`src/rtl/cpu_pipe_pkg.sv`:
```
// Shared types for the ID->EX->MEM->WB pipeline control logic.
//   REG_ADDR_W  : GPR address width (32 registers)
//   shadow_t    : per-stage destination bookkeeping {valid, rd, we, is_load}
//   fwd_sel_t   : one-hot ALU operand bypass select {alu_alu, bypass_alu, dmem_alu}
//   is_writer() : stage will actually update a non-r0 register
package cpu_pipe_pkg;

    localparam int unsigned REG_ADDR_W = 5;

    typedef logic [REG_ADDR_W-1:0] reg_addr_t;

    typedef struct packed {
        logic      valid;
        reg_addr_t rd;
        logic      we;
        logic      is_load;
    } shadow_t;

    typedef struct packed {
        logic alu_alu;     // alu_out_d2 (producer one stage ahead)
        logic bypass_alu;  // alu_out_d3 (ALU producer two stages ahead)
        logic dmem_alu;    // DOut_d3    (load producer two stages ahead)
    } fwd_sel_t;

    localparam fwd_sel_t FwdNone    = 3'b000;
    localparam fwd_sel_t FwdExAlu   = 3'b100;
    localparam fwd_sel_t FwdMemAlu  = 3'b010;
    localparam fwd_sel_t FwdMemDmem = 3'b001;

    // r0 is hardwired to zero, so a write to it never produces a value worth bypassing.
    function automatic logic is_writer(input shadow_t s);
        return s.valid & s.we & (s.rd != '0);
    endfunction

endpackage

```
`src/rtl/fwd_src_sel.sv`:
```
// Per-operand bypass source selection (purely combinational).
//   use_rs  in  : consumer actually reads this operand
//   rs      in  : consumer source register
//   ex_sh   in  : shadow of the instruction currently in EX
//   mem_sh  in  : shadow of the instruction currently in MEM
//   sel     out : one-hot select, nearest producer wins, FwdNone when no hazard
module fwd_src_sel
    import cpu_pipe_pkg::*;
(
    input  logic      use_rs,
    input  reg_addr_t rs,
    input  shadow_t   ex_sh,
    input  shadow_t   mem_sh,
    output fwd_sel_t  sel
);

    always_comb begin
        sel = FwdNone;
        if (use_rs && (rs != '0)) begin
            // A load in EX has no data yet; the stall logic covers that case, so fall through
            // to the older MEM producer here.
            if (is_writer(ex_sh) && (ex_sh.rd == rs) && !ex_sh.is_load) begin
                sel = FwdExAlu;
            end else if (is_writer(mem_sh) && (mem_sh.rd == rs)) begin
                sel = mem_sh.is_load ? FwdMemDmem : FwdMemAlu;
            end
        end
    end

endmodule

```
`src/rtl/fwd_hazard_ctrl.sv`:
```
// Forwarding / load-use hazard controller for the ALU operand bypass muxes.
//   clk, rst_n              : clock, asynchronous active-low reset
//   pipe_adv                : pipeline advance; 0 freezes all state here
//   flush                   : kill the instruction entering EX
//   id_*                    : decoded ID-stage instruction (sources, dest, load flag)
//   alu_alu_s1/2            : operand <= alu_out_d2
//   bypass_alu1/2           : operand <= alu_out_d3
//   dmem_alu1/2             : operand <= DOut_d3
//   stall_id                : combinational load-use stall (hold IF/ID, bubble into EX)
//   stall_count             : saturating count of advancing stall cycles
module fwd_hazard_ctrl
    import cpu_pipe_pkg::*;
#(
    parameter int unsigned CNT_W = 32
) (
    input  logic                  clk,
    input  logic                  rst_n,
    input  logic                  pipe_adv,
    input  logic                  flush,
    input  logic                  id_valid,
    input  logic [REG_ADDR_W-1:0] id_rs1,
    input  logic [REG_ADDR_W-1:0] id_rs2,
    input  logic                  id_use_rs1,
    input  logic                  id_use_rs2,
    input  logic [REG_ADDR_W-1:0] id_rd,
    input  logic                  id_reg_we,
    input  logic                  id_is_load,
    output logic                  alu_alu_s1,
    output logic                  bypass_alu1,
    output logic                  dmem_alu1,
    output logic                  alu_alu_s2,
    output logic                  bypass_alu2,
    output logic                  dmem_alu2,
    output logic                  stall_id,
    output logic [CNT_W-1:0]      stall_count
);

    // The WB slot is not tracked: a producer three stages ahead has already been written
    // through the register file, so nothing here ever reads it.
    shadow_t        ex_q, ex_d, mem_q;
    fwd_sel_t       sel1_d, sel1_q, sel2_d, sel2_q;
    logic [CNT_W-1:0] cnt_q, cnt_d;
    logic           ex_load_hit;
    logic           bubble;

    fwd_src_sel u_sel_op1 (
        .use_rs (id_use_rs1),
        .rs     (id_rs1),
        .ex_sh  (ex_q),
        .mem_sh (mem_q),
        .sel    (sel1_d)
    );

    fwd_src_sel u_sel_op2 (
        .use_rs (id_use_rs2),
        .rs     (id_rs2),
        .ex_sh  (ex_q),
        .mem_sh (mem_q),
        .sel    (sel2_d)
    );

    always_comb begin
        ex_load_hit = is_writer(ex_q) & ex_q.is_load &
                      ((id_use_rs1 & (id_rs1 == ex_q.rd)) | (id_use_rs2 & (id_rs2 == ex_q.rd)));
        // flush outranks the stall: the consumer is being killed anyway.
        stall_id    = id_valid & ~flush & ex_load_hit;
        bubble      = stall_id | flush | ~id_valid;

        ex_d         = '0;
        ex_d.valid   = ~bubble;
        ex_d.rd      = bubble ? '0 : id_rd;
        ex_d.we      = ~bubble & id_reg_we;
        ex_d.is_load = ~bubble & id_is_load;

        cnt_d = cnt_q;
        if (stall_id && (cnt_q != {CNT_W{1'b1}})) begin
            cnt_d = cnt_q + {{(CNT_W-1){1'b0}}, 1'b1};
        end
    end

    always_ff @(posedge clk or negedge rst_n) begin
        if (!rst_n) begin
            ex_q   <= '0;
            mem_q  <= '0;
            sel1_q <= FwdNone;
            sel2_q <= FwdNone;
            cnt_q  <= '0;
        end else if (pipe_adv) begin
            mem_q  <= ex_q;
            ex_q   <= ex_d;
            sel1_q <= bubble ? FwdNone : sel1_d;
            sel2_q <= bubble ? FwdNone : sel2_d;
            cnt_q  <= cnt_d;
        end
    end

    assign alu_alu_s1  = sel1_q.alu_alu;
    assign bypass_alu1 = sel1_q.bypass_alu;
    assign dmem_alu1   = sel1_q.dmem_alu;
    assign alu_alu_s2  = sel2_q.alu_alu;
    assign bypass_alu2 = sel2_q.bypass_alu;
    assign dmem_alu2   = sel2_q.dmem_alu;
    assign stall_count = cnt_q;

endmodule

```
`config.mk`:
```
export PLATFORM = sky130hd
export DESIGN_NAME = fwd_hazard_ctrl
export DESIGN_NICKNAME = d
export VERILOG_FILES = /design/src/rtl/cpu_pipe_pkg.sv /design/src/rtl/fwd_src_sel.sv /design/src/rtl/fwd_hazard_ctrl.sv
export SDC_FILE = /design/constraint.sdc
export NUM_CORES = 1
export LEC_CHECK = 0
export BUFFER_PORTS_ARGS = -buffer_cell sky130_fd_sc_hd__clkbuf_2
export CAP_MARGIN = 40
export CORE_ASPECT_RATIO = 0.5
export CORE_UTILIZATION = 30
export CTS_CLUSTER_SIZE = 16
export DETAILED_ROUTE_END_ITERATION = 10
export PLACE_DENSITY = 0.46
export SYNTH_ARGS = -nofsm -noshare
export SYNTH_HDL_FRONTEND = slang
export SYNTH_SLANG_ARGS = --single-unit
```
`constraint.sdc`:
```
create_clock -name clk -period 2.1 [get_ports clk]
set_input_delay 0.21 -clock clk [delete_from_list [all_inputs] [get_ports clk]]
set_output_delay 0.21 -clock clk [all_outputs]
set_load 0.02 [all_outputs]
```
==> metrics.txt <==
Post-Syn Area about 2800 µm²; slowest CP cell dfrtp_2; Critical path buffers and inverters 1; fin crit share a little over nine tenths; Final HPWL DP ~5.2 mm; drt total wl 6.84 mm; EDFF count, synth 0; reg-to-reg slack, setup 70 ps; worst skew pair latency roughly 300 ps; drt first pass iters 4; die height 69.7 µm; Yosys warnings 0; CTS tree done; Final Max Tran Viols 0; Gate Count Post-Synth 248; worst relative slew slack between 60 and 70%; overall power 0.00222 W; antenna violations before repair 0; P_leak 1.74 nW; setup tns final 0 ps; CP Launch Type flip-flop; initial cell density of the core between 30% and 40%; Max Cap Violations 0; GPL Wtd Cong about 0.84; Int Pwr ~0.0017 W; crit path max fanout 5; die area 9590 µm²; H-Tree Depth 2; Main synth FF type dfrtp_1; RR Endpoint stall_count[1]; crit-path cells xor2_2 > nor3_4 > a32oi_4 > nand2b_4 > nor3b_2 > buf_4; I/O pin cnt 63; Finished Core Util about two fifths; mean routed wirelength per cell 15.2 µm; hold depth 2; Vias/cell approximately 4.8; Post-synth ARST share 100%; dpl ws -28.2 ps; Synth top cells by count 54 x dfrtp_1, 29 x xnor2_1, 22 x nand2_1, 21 x xor2_1, 18 x nand4_1; Synth cell types 42; syn_nets about 270; Finish-stage setup viols 0; status complete, no violations; switching part of the total between 20% and 30%; first-pass GRT wire length 11.1 mm; worst r2r src ex_q[5]; register area share after synthesis slightly below 50%; Routed Antenna Nets 0; RSZ-0062 raised after global routing true; #FFs+latches synth 54; DRT iter0 DRCs approximately 120; placed insts between 400 and 500; Hold Startpoint id_reg_we; worst-case reg-to-reg path depth 7; Congestion Overflow GR 0; setup ws final 53.8 ps; Root Driver clkbuf_16; arrival time worst endpoint roughly 1800 ps; drt drc 0; Reg clk slew, reported paths roughly 70 ps; Tmin final 2050 ps; post-synth top area share just under 50%; area grow syn2layout 31.3%; largest net degree at the start of global routing 25; Clock Skews slightly below 3 ps; Power Density between 600 and 700 nW/µm²; # port buffers 62; Peak Freq slightly below 500 MHz; DIE WIDTH around 140 µm; total CTS buffers 5; vias in the first global route about 2200; Core ar. between 8000 and 9000 µm²; count leader, synth dfrtp_1; NetSw ~0.00052 W; endpoint class of the critical path output port; Via Count ~2200; type of the tightest min-delay check input port to flip-flop; logic gate share of total power 7.9%; Rows 24; CTS Sinks 54; Hold Vio Cnt, Final 0; area leader, netlist dfrtp_1; clk buf depth 2; Top Family by Delay on Critical Path simple AND/OR/NAND/NOR gates; non-filler instance count after layout 450; Avg Cell Area, Syn between 10 and 15 µm²; maximum VDD drop about 0.28 mV; clock power share roughly 43%; part of the power in registers 49.0%; Largest stage delay, worst path approximately 460 ps; ant diodes 0; CP Class flip-flop to output port; Crit path required time between 1500 and 2000 ps; Layout Nets 357; Synth area leaders dfrtp_1 49%, xnor2_1 9.2%, xor2_1 6.7%; GRT Util Overall ~15%; Worst Tran Pin Value about 530 ps; WHS Endpoint ex_q[1]; share of cells above drive strength 1 a little under 40%
power groups by stage:
| stage | combinational (W) | sequential [W] | clock, W |
|---|---|---|---|
| finish | 0.000175 | 0.00109 | 0.000957 |
| global route | 0.000194 | 0.00109 | 0.00104 |
| CTS | 0.000176 | 0.00109 | 0.000987 |
| detailed placement | 0.000170 | 0.00111 | 0 |
| global placement | 0.000170 | 0.00111 | 0 |
| floorplan | 0.0000924 | 0.00110 | 0 |
cell families after synthesis:
kind of cell	share of synthesized area (%)
AO/OA/AOI/OAI	7.32
XOR/XNOR	15.9
adder cells (fa/ha/maj)	0.454
buffers and inverters	1.68
flip-flops	49.1
multiplexers	3.68
AND/OR/NAND/NOR	21.9
sequential cells by signal, summed over array words and instances, names as in the netlist:
name and flops:
alu_alu_s2 1, stall_count 32, ex_q 8, dmem_alu2 1, mem_q 8, bypass_alu2 1, bypass_alu1 1, dmem_alu1 1
alu_alu_s1 1
how the worst max path moves through the flow:
stage | start | endpoint | cells after the start
detailed placement | stall_count[0] | stall_count[1] | 7
global placement | stall_count[10] | stall_count[20] | 7
global route | stall_count[10] | stall_count[29] | 6
finish | ex_q[5] | stall_id | 6
CTS | ex_q[6] | stall_id | 6
floorplan | stall_count[0] | stall_count[25] | 7
placed cells by master, fill, tap and decap left out, types with 3 or more instances in the layout:
| cell | instances |
|---|---|
| clkbuf_2 | 61 |
| dfrtp_1 | 52 |
| xnor2_1 | 29 |
| xor2_1 | 20 |
| nand2_1 | 20 |
| nand4_1 | 18 |
| buf_4 | 17 |
| nor2_1 | 14 |
| nand3_1 | 10 |
| a22o_1 | 10 |
| mux2_2 | 9 |
| nor3_2 | 5 |
| inv_1 | 5 |
| clkbuf_16 | 5 |
| and3_1 | 4 |
| nor3_4 | 3 |
| or4_1 | 3 |
timing repair:
item,CTS,global route
setup endpoints to repair,3,31
cloned,0,0
hold buffers,1,0
pin swaps,3,8
resized for setup,6,17
buffers inserted,1,2
hold endpoints to repair,17,0
cell type report:
type                       count  area, µm²
timing repair buffer          81        474
clock inverter                 3       45.0
clock buffer                   5        125
multi-input combinational    184       1450
sequential                    54       1350
tap                          117        146
inverter                       6       22.5
fill                         864       5180
worst register-to-register path: stages (launching register included):
cell and delay, ps:
dfrtp_2 460, xor2_2 170, nor3_4 240, a32oi_4 140, buf_4 180, nor3_2 190
buf_6 190, mux2_2 340
per-layer routing:
metal / global-route usage (%) / part of all wire, % / vias to the layer above
met4: 4.15 / 0.89 / 0
met2: 22.9 / 46 / 38
met1: 21.6 / 49 / 1068
li1: - / - / 1056
met3: 3.95 / 4.3 / 7
met5: 0 / 0 / -
metrics by stage:
stage / instance area, µm² / hold slack [ps]
CTS: 3530 / 128
detailed placement: 3310 / 220
floorplan: 2750 / -85.6
finish: 3610 / 129
global route: 3610 / 124
global placement: 3310 / 220
(Power assumes the default switching activity.)
